===== config.mk =====
export PLATFORM = sky130hd
export DESIGN_NAME = regfile_write_arbiter
export DESIGN_NICKNAME = d
export VERILOG_FILES = /design/src/rtl/regfile_write_arbiter.sv
export SDC_FILE = /design/constraint.sdc
export NUM_CORES = 1
export LEC_CHECK = 0
export ABC_AREA = 0
export BUFFER_PORTS_ARGS = -buffer_cell sky130_fd_sc_hd__buf_4
export CORE_ASPECT_RATIO = 0.7
export CORE_MARGIN = 2
export CORE_UTILIZATION = 40
export DETAILED_ROUTE_END_ITERATION = 8
export GPL_TIMING_DRIVEN = 0
export PLACE_DENSITY = 0.66
export SLEW_MARGIN = 20
export SYNTH_ARGS = -nofsm -noshare
export SYNTH_HDL_FRONTEND = slang
export SYNTH_SLANG_ARGS = --single-unit

===== constraint.sdc =====
create_clock -name Clk -period 5.7 [get_ports Clk]
set_clock_uncertainty 0.05 [all_clocks]
set_input_delay 0 -clock Clk [delete_from_list [all_inputs] [get_ports Clk]]
set_output_delay 0 -clock Clk [all_outputs]
set_load 0.03 [all_outputs]

===== src/rtl/regfile_write_arbiter.sv =====
// Round-robin arbiter that shares the register file write port between ALU (port 0) and load (port 1) writeback; accept-to-RegWrite is 1 cycle.
// A full buffer that is not granted holds its Ready low. Optional contention counter behind REGFILE_WRARB_STATS_EN.
module regfile_write_arbiter #(
    parameter int WIDTH = 32,
    parameter int ADDRW = 5
) (
    input  logic             Clk,
    input  logic             Reset,
    input  logic             Req0Valid,
    output logic             Req0Ready,
    input  logic [ADDRW-1:0] Req0Addr,
    input  logic [WIDTH-1:0] Req0Data,
    input  logic             Req1Valid,
    output logic             Req1Ready,
    input  logic [ADDRW-1:0] Req1Addr,
    input  logic [WIDTH-1:0] Req1Data,
    output logic             RegWrite,
    output logic [ADDRW-1:0] WriteRegister,
    output logic [WIDTH-1:0] WriteData,
    output logic [15:0]      ConflictCount
);

    logic             full0, full1;
    logic [ADDRW-1:0] addr0, addr1;
    logic [WIDTH-1:0] data0, data1;
    logic             older1;   // port 1 was loaded strictly earlier than port 0
    logic             rr;       // favored port for different-address contention
    logic             grant0, grant1;
    logic             contended;
    logic             load0, load1;

    always_comb begin
        grant0    = 1'b0;
        grant1    = 1'b0;
        contended = 1'b0;
        if (full0 && full1) begin
            // Same destination: oldest first so the newest value lands last.
            if (addr0 == addr1) begin
                grant1 = older1;
                grant0 = !older1;
            end else begin
                contended = 1'b1;
                grant1    = rr;
                grant0    = !rr;
            end
        end else begin
            grant0 = full0;
            grant1 = full1;
        end
    end

    assign Req0Ready = !Reset && (!full0 || grant0);
    assign Req1Ready = !Reset && (!full1 || grant1);

    // Writes to register 0 are accepted and dropped.
    assign load0 = Req0Valid && Req0Ready && (Req0Addr != '0);
    assign load1 = Req1Valid && Req1Ready && (Req1Addr != '0);

    always_ff @(posedge Clk or posedge Reset) begin
        if (Reset) begin
            full0  <= 1'b0;
            full1  <= 1'b0;
            addr0  <= '0;
            addr1  <= '0;
            data0  <= '0;
            data1  <= '0;
            older1 <= 1'b0;
            rr     <= 1'b0;
        end else begin
            full0 <= load0 || (full0 && !grant0);
            full1 <= load1 || (full1 && !grant1);
            if (load0) begin
                addr0 <= Req0Addr;
                data0 <= Req0Data;
            end
            if (load1) begin
                addr1 <= Req1Addr;
                data1 <= Req1Data;
            end
            // Same-edge loads tie-break to port 0.
            if (load0 && load1)
                older1 <= 1'b0;
            else if (load0)
                older1 <= 1'b1;
            else if (load1)
                older1 <= 1'b0;
            if (contended)
                rr <= !rr;
        end
    end

    always_ff @(posedge Clk or posedge Reset) begin
        if (Reset) begin
            RegWrite      <= 1'b0;
            WriteRegister <= '0;
            WriteData     <= '0;
        end else begin
            RegWrite <= grant0 || grant1;
            if (grant0) begin
                WriteRegister <= addr0;
                WriteData     <= data0;
            end else if (grant1) begin
                WriteRegister <= addr1;
                WriteData     <= data1;
            end
        end
    end

`ifdef REGFILE_WRARB_STATS_EN
    logic [15:0] conflict_cnt;

    always_ff @(posedge Clk or posedge Reset) begin
        if (Reset)
            conflict_cnt <= '0;
        else if (full0 && full1 && (conflict_cnt != 16'hFFFF))
            conflict_cnt <= conflict_cnt + 16'd1;
    end

    assign ConflictCount = conflict_cnt;
`else
    assign ConflictCount = '0;
`endif

endmodule


; Word-level counts from Yosys, hierarchy flattened
; Index checks and enable logic that the tools add are counted.
[op_classes]
eq_ne = 1
muxes = 13
reduce_logical = 26
[op_table]
columns = operator, n
row1 = $mux 32, 2
row2 = $logic_and 1x1->1, 10
row3 = $mux 5, 2
row4 = $reduce_bool 5->1, 2
row5 = $mux 1, 9
row6 = $logic_not 1->1, 7
row7 = $eq 5x5->1, 1
row8 = $logic_or 1x1->1, 5
row9 = $reduce_bool 3->1, 1
row10 = $reduce_bool 2->1, 1
[word_totals]
in_bits = 78
register_bits = 116
elab_cells = 51
output_inout_bits = 56

; Longest topological paths before layout
; Gate-level depths: netlist of run 1.
[logic_depth]
ltp_word = 10
mapped_depth = 8
mapped_depth_nobuf = 5

; Least setup slack after synthesis of run 1
; OpenSTA, ideal clock, no wires.
[synth_timing]
kind = input port to flip-flop
startpoint = in Reset
endpoint = reg data0[10]
setup_time_ps = 127
cell_stages = 6
required_ps = 5523
arrival_ps = 3829
path_buffers = 2
setup_slack_ps = 1694
path_cell_list = inv_1 o211ai_1 or3b_1 buf_4 buf_6 mux2_1
[synth_via]
elab_chain_cells = 4
[synth_rtl]
columns = item, line
row1 = start: declaration, 8  ; input logic Reset,
row2 = $logic_not 1->1 (no source line), n/a
row3 = $logic_and 1x1->1, 52  ; assign Req0Ready = !Reset && (!full0 || grant0);
row4 = $logic_and 1x1->1 (2 in a row), 56  ; assign load0 = Req0Valid && Req0Ready && (Req0Addr != '0);
row5 = end signal: assignment, 74  ; data0 <= Req0Data;
row6 = end: declaration, 25  ; logic [WIDTH-1:0] data0, data1;
; Every way passes these cells.
; A chain may end at the register's enable or synchronous reset.

; Final worst setup path of run 1
[layout_timing]
startpoint = reg addr1[4]
endpoint = reg WriteData[14]
[layout_via]
elab_chain_cells = 4
word_cells_on_any_way = 7
cone_classes = eq/ne: 1 / mux: 5 / reduce/logical: 1
[layout_rtl]
columns = item, line
row1 = start: declaration, 24  ; logic [ADDRW-1:0] addr0, addr1;
row2 = start signal: assignment, 77  ; addr1 <= Req1Addr;
row3 = $eq 5x5->1 (*), 38  ; if (addr0 == addr1) begin
row4 = $mux 1, 38
row5 = $mux 1, 36  ; if (full0 && full1) begin
row6 = $mux 32 or $reduce_bool 2->1 (tied branches), n/a
row7 = end signal: assignment, 101  ; WriteData <= data0;
row8 = end signal: assignment, 104  ; WriteData <= data1;
row9 = end: declaration, 19  ; output logic [WIDTH-1:0] WriteData,
; Every way passes the cells marked *; elsewhere a longest branch is shown, timed or not.

==> run summary, run 1 <==
outcome: completed
NumNets Final: 687
chip width: 141.4 um
Setup Slack @ Placement: 2937 ps
Setup crit start kind: register
compound-gate portion of the synthesized area: 0.07505
Via density: 4.994
hold endpoint: full1
CP top delay family: buffers and inverters
CTS max path bufs: 2
drt drc: 0
post-DR wirelength/cell: 17.25 um
# H-tree levels: 4
Slew HR: 0.4563
WP data arrival: 3030 ps
max cap viols: 0
first-pass GRT wire length: 21200 um
CTS sink cnt: 116
R2R Path End: WriteData[14]
R2R Setup Slk: 2960 ps
Most used DFF post-synth: dfrtp_1
reg-to-reg startpoint: addr1[4]
Setup violations, final: 0
post-synthesis simple-gate area fraction: 0.05279
final wirelength: 13560 um
Largest stage delay, worst path: 520 ps
fin cells: 786
Yosys cell types: 36
Post-Synth Adder-Cell Area: 0
CTS root buf: clkbuf_16
share of layout cells above drive strength 1: 0.3952
post-route setup slack: 2964 ps
initial core utilization: 0.4050
vias in the first global route: 4049
first drt pass iteration count: 4
initial antenna violation count: 0
final cell area excluding filler cells: 0.007790 sq mm
die height: 100.2 um
Vias: 3925
FF+latch count, synth: 116
CP bufs+invs: 2
cell area after placement: 0.006460 sq mm
I/O pins: 134
Gate Count Post-Synth: 381
grt ovf: 0
async set or reset register ratio after synthesis: 1.000
critical path class: reg -> reg
Max FO, Critical Path: 10
CTS tree: yes
pin count of the biggest net entering global routing: 68
Clk Latency, worst-skew pair: 410 ps
cell mode on critical path: clkbuf_1
worst path required time: 5990 ps
Final Hold Fails: 0
antenna cells: 0
HP Start: Req1Valid
Rows: 35
gpl congestion: 0.7668
core area: 0.01305 sq mm
Worst Hold Path Cells: 4
Post-synth EDFFs: 0
xor/xnor share of the synthesized area: 0.008286
Max Slew Vio Count: 0
IO buf count: 117
sequential fraction of the synthesis area: 0.5492
Max Freq: 365.5 MHz
minimum clock period: 2736 ps
setup_tns: 0 ps
cell area after synthesis: 0.005285 sq mm
cell count after placement: 680
1st-iter DRT viols: 152
synth warn: 0
FF-to-FF path depth: 7
multiplexer share of the synthesized area: 0.2566
Slew @ Worst Pin: 815.5 ps
Worst setup EP type: register
P per Cell Area: 419.7 mW/mm^2
final cycle utilization of the critical path: 0.4800
area grow syn2layout: 47.40%
slowest CP cell: clkbuf_1
largest family of logic cells by synthesized area: multiplexers
Inserted Clock Buffers: 17
detailed placer's ending HPWL: 8812 um
unrepaired setup endpoints after global routing: false
Post-Syn Area per Cell: 13.87 sq um
crit path cell chain: xor2_1 > nor3_1 > nand3_1 > a31oi_1 > clkbuf_1 > clkbuf_1 > a221o_1
Clock transition at path regs: 50 ps
Setup Fix Bufs, Post-CTS: 0
Worst Hold Class: in -> reg
Die ar.: 0.01416 sq mm
Routed Antenna Nets: 0
Leak: 3.612 nW
Total GRT Usage: 0.1966
peak supply drop: 223.8 uV
## placed cells by master (no fill, tap or decap), drive strengths merged, types with 7 or more instances in the layout
master	count
buf	146
dfrtp	116
mux2	85
dlygate4sd3	76
nor2	33
clkbuf	30
mux2i	29
a221o	29
conb	16
clkinv	7
## metal layers
| layer | routed length [um] | global-route usage | part of all wire | vias up |
|---|---|---|---|---|
| met5 | 0 | 0 | 0 | - |
| met4 | 124 | 0.05154 | 0.0091 | 0 |
| met3 | 826 | 0.05153 | 0.061 | 14 |
| met2 | 6213 | 0.3107 | 0.46 | 138 |
| met1 | 6393 | 0.2719 | 0.47 | 1949 |
| li1 | - | - | - | 1824 |
## metrics by stage
| step | power, W | utilization | hold WS (ps) |
|---|---|---|---|
| finish | 0.003269 | 0.5969 | 120.0 |
| global route | 0.003420 | 0.5969 | 136.7 |
| CTS | 0.003292 | 0.5969 | 107.3 |
| detailed placement | 0.002197 | 0.4950 | 108.7 |
| global placement | 0.002162 | 0.4925 | 168.9 |
| floorplan | 0.001828 | - | 64.51 |
## cells in the mapped netlist, types with 2 or more instances
master,count,area share
mux2_1,19,0.040
buf_2,2,0.0019
mux2_4,29,0.082
nand2_1,4,0.0028
a32o_1,5,0.0095
clkbuf_1,12,0.0085
xor2_1,5,0.0083
buf_4,17,0.024
buf_6,3,0.0064
buf_1,3,0.0021
o211ai_1,2,0.0028
inv_1,4,0.0028
nand3_1,3,0.0028
a221o_1,29,0.055
and3_1,2,0.0024
dfrtp_1,116,0.55
a21oi_1,2,0.0019
o21ai_0,5,0.0047
or4_1,3,0.0043
or2_2,2,0.0024
mux2i_1,29,0.055
buf_12,3,0.011
mux2_2,37,0.079
nor2_1,33,0.023
## worst reg2reg max path, cell delays in order, from the launching register on
cell	delay, ps
dfrtp_1	410
xor2_1	190
nor3_1	390
nand3_1	150
a31oi_1	220
clkbuf_1	480
clkbuf_1	530
a221o_1	260
## final cells by class
class,instances,area (sq um)
fill,1032,5260
sequential,116,2903
multi-input combinational,236,2136
timing repair buffer,194,1667
clock buffer,18,429.2
buffer,40,287.8
tap,166,207.7
clock inverter,12,140.1
inverter,4,20.02
## cells by family after synthesis
logic type	count (synthesis)
AO/OA/AOI/OAI	44
other	1
multiplexers	114
flip-flops	116
XOR/XNOR	5
AND/OR/NAND/NOR	57
buffers and inverters	44
## flip-flops by register name (all words and copies together) (netlist names)
name and count:
WriteData 32, data0 32, data1 32, WriteRegister 5, addr0 5, addr1 5
RegWrite 1, full0 1, full1 1, older1 1, rr 1
## timing repair
action                                 4_1_cts  5_1_grt
endpoints found under the hold margin      141        0
resized for setup                            0        0
hold buffers                                76        0
## report_power, final
| group | switching, W | total, W | internal (W) | leakage [nW] |
|---|---|---|---|---|
| clock network | 0.000367 | 0.00104 | 0.000675 | 0.281 |
| logic | 0.000544 | 0.00104 | 0.000496 | 1.96 |
| registers | 0.000149 | 0.00119 | 0.00104 | 1.37 |
## how the worst max path moves through the flow
stage,cells past startpoint,from,slack [ps],to
after floorplan,6,Reset,1690,data0[10]
after global placement,7,Reset,440,data0[13]
after detailed placement,7,addr1[4],2940,WriteData[12]
after CTS,7,addr1[4],2920,WriteData[14]
after global routing,7,addr1[4],2740,WriteData[14]
final,7,addr1[4],2960,WriteData[14]
Power figures use the tool's default switching activity.
==> inputs of run 2 (changes only) <==
==> constraint.sdc (replaced) <==
create_clock -name Clk -period 2.8 [get_ports Clk]
set_clock_uncertainty 0.05 [all_clocks]
set_input_delay 0 -clock Clk [delete_from_list [all_inputs] [get_ports Clk]]
set_output_delay 0 -clock Clk [all_outputs]
set_load 0.03 [all_outputs]
==> run 2 against run 1 <==
Compared with the run above:
- die area did not move
- non-clock buffer count is 3 higher
- global-route usage increased by 0.68 points
- critical endpoint is now data0[11]
- setup slack got worse by 2800 ps
- clock power increased by 130%
- sequential share of layout area shrank 0.76 points
- via count up 0.43%
- core utilization increased by 1.2 points
- fmax increased by 2.7%
- largest cell class unchanged
- cell count rose by 0.64%
- hold slack worse by 21 ps
==> run summary, run 2 (synthesis results as in run 1) <==
crit path cell chain: xor2_1 > or3_4 > or4_1 > or3b_1 > buf_6 > buf_6 > mux2_1
I/O pins: 134
# H-tree levels: 4
worst path required time: 3040 ps
CTS tree: yes
Total GRT Usage: 0.2034
1st-iter DRT viols: 157
die height: 100.2 um
CP bufs+invs: 2
Worst Hold Path Cells: 4
Routed Antenna Nets: 0
grt ovf: 0
DR top layer: met4
Worst setup EP type: register
Max Slew Vio Count: 0
most frequent cells in the layout: 133 x buf_4, 116 x dfrtp_1, 76 x dlygate4sd3_1
final cell area excluding filler cells: 0.007953 sq mm
Fill cells: 1027
initial antenna violation count: 0
CTS root buf: clkbuf_16
Slew HR: 0.4635
met1 WL: 6355 um
Setup crit start kind: register
area grow syn2layout: 50.47%
drt drc: 0
WL met3: 770 um
Setup Fix Bufs, Post-CTS: 0
post-DR wirelength/cell: 17.31 um
pin count of the biggest net entering global routing: 35
Slew @ Worst Pin: 804.8 ps
Die ar.: 0.01416 sq mm
max cap viols: 0
Multi-input gate area: 0.002136 sq mm
reg-to-reg startpoint: addr1[4]
minimum clock period: 2664 ps
Leak: 3.687 nW
CP top delay family: simple AND/OR/NAND/NOR gates
Clk Latency, worst-skew pair: 410 ps
Clock transition at path regs: 50 ps
CTS sink cnt: 116
wire length on met2: 6480 um
NumNets Final: 690
hold endpoint: full1
FF-to-FF path depth: 7
outcome: completed
Setup violations, final: 0
Rows: 35
peak supply drop: 415.6 uV
CTS max path bufs: 2
Max FO, Critical Path: 10
unrepaired setup endpoints after global routing: false
antenna cells: 0
P per Cell Area: 876.4 mW/mm^2
Via density: 4.984
Final Hold Fails: 0
vias in the first global route: 4255
Worst Hold Class: in -> reg
Inserted Clock Buffers: 17
detailed placer's ending HPWL: 8884 um
critical path class: reg -> reg
first drt pass iteration count: 4
R2R Path End: data0[11]
WP data arrival: 2900 ps
commonest non-fill, non-tap cell in the layout: buf_4
HP Start: Req1Valid
IO buf count: 117
critical path depth: 7
final wirelength: 13690 um
final cycle utilization of the critical path: 0.9516
Reg area: 0.002903 sq mm
gpl congestion: 0.7701
cell mode on critical path: buf_6
chip width: 141.4 um
total power: 0.006969 W
slowest CP cell: or4_1
core area: 0.01305 sq mm
R2R Setup Slk: 140 ps
Vias: 3942
first-pass GRT wire length: 22010 um
Largest stage delay, worst path: 540 ps
cell area after placement: 0.006530 sq mm
share of layout cells above drive strength 1: 0.4000
biggest regs: WriteData (32), data0 (32), data1 (32)
Max Freq: 375.3 MHz
initial core utilization: 0.4050
==> run 2: worst max path at each step <==
| stage | startpoint | end | slack (ps) |
|---|---|---|---|
| finish | addr1[4] | data0[11] | 140 |
| global route | addr1[4] | WriteData[14] | 20 |
| CTS | addr1[4] | WriteData[18] | 20 |
| detailed placement | addr1[4] | WriteData[18] | 40 |
| global placement | Reset | data0[13] | -1270 |
| floorplan | Reset | data0[10] | -160 |
==> run 2: repair_timing <==
action,4_1_cts,5_1_grt
hold buffers,76,0
setup endpoints to repair,0,10
hold endpoints to repair,134,0
resized for setup,0,2
==> run 2: metal layers <==
layer / up-vias / GRT usage
met5: - / 0
met1: 1974 / 0.2692
li1: 1832 / -
met4: 0 / 0.05923
met2: 125 / 0.3316
met3: 11 / 0.05534
==> run 2: through the flow <==
stage / worst slack, ps / cells / hold WS (ps) / util / TNS, ps
2_1_floorplan: -160.1 / 396 / 64.51 / - / -4478
3_3_place_gp: -1269 / 679 / 166.0 / 0.4931 / -47290
3_5_place_dp: 43.49 / 683 / 25.75 / 0.5004 / 0
4_1_cts: 19.40 / 791 / 76.83 / 0.6093 / 0
5_1_grt: 16.48 / 791 / 137.0 / 0.6094 / 0
6_report: 135.6 / 791 / 99.08 / 0.6094 / 0
==> run 2: report_power, final <==
part | internal [W] | leakage, nW | switching [W]
registers | 0.00212 | 1.37 | 0.000298
clock network | 0.00167 | 0.323 | 0.000755
logic | 0.00102 | 1.99 | 0.00111
total | 0.00480 | 3.69 | 0.00217
==> run 2: worst min-delay path, delay by kind of cell <==
kind / cells / cell delay (ps)
simple gates: 2 / 250
compound gates: 1 / 150
buf+inv: 1 / 110
==> run 2: area by class of cell <==
| cell class | count | area share |
|---|---|---|
| sequential | 116 | 0.3650 |
| inverter | 4 | 0.002360 |
| multi-input combinational | 236 | 0.2686 |
| timing repair buffer | 197 | 0.2181 |
| clock buffer | 23 | 0.06136 |
| clock inverter | 9 | 0.02171 |
| tap | 166 | 0.02612 |
| buffer | 40 | 0.03682 |
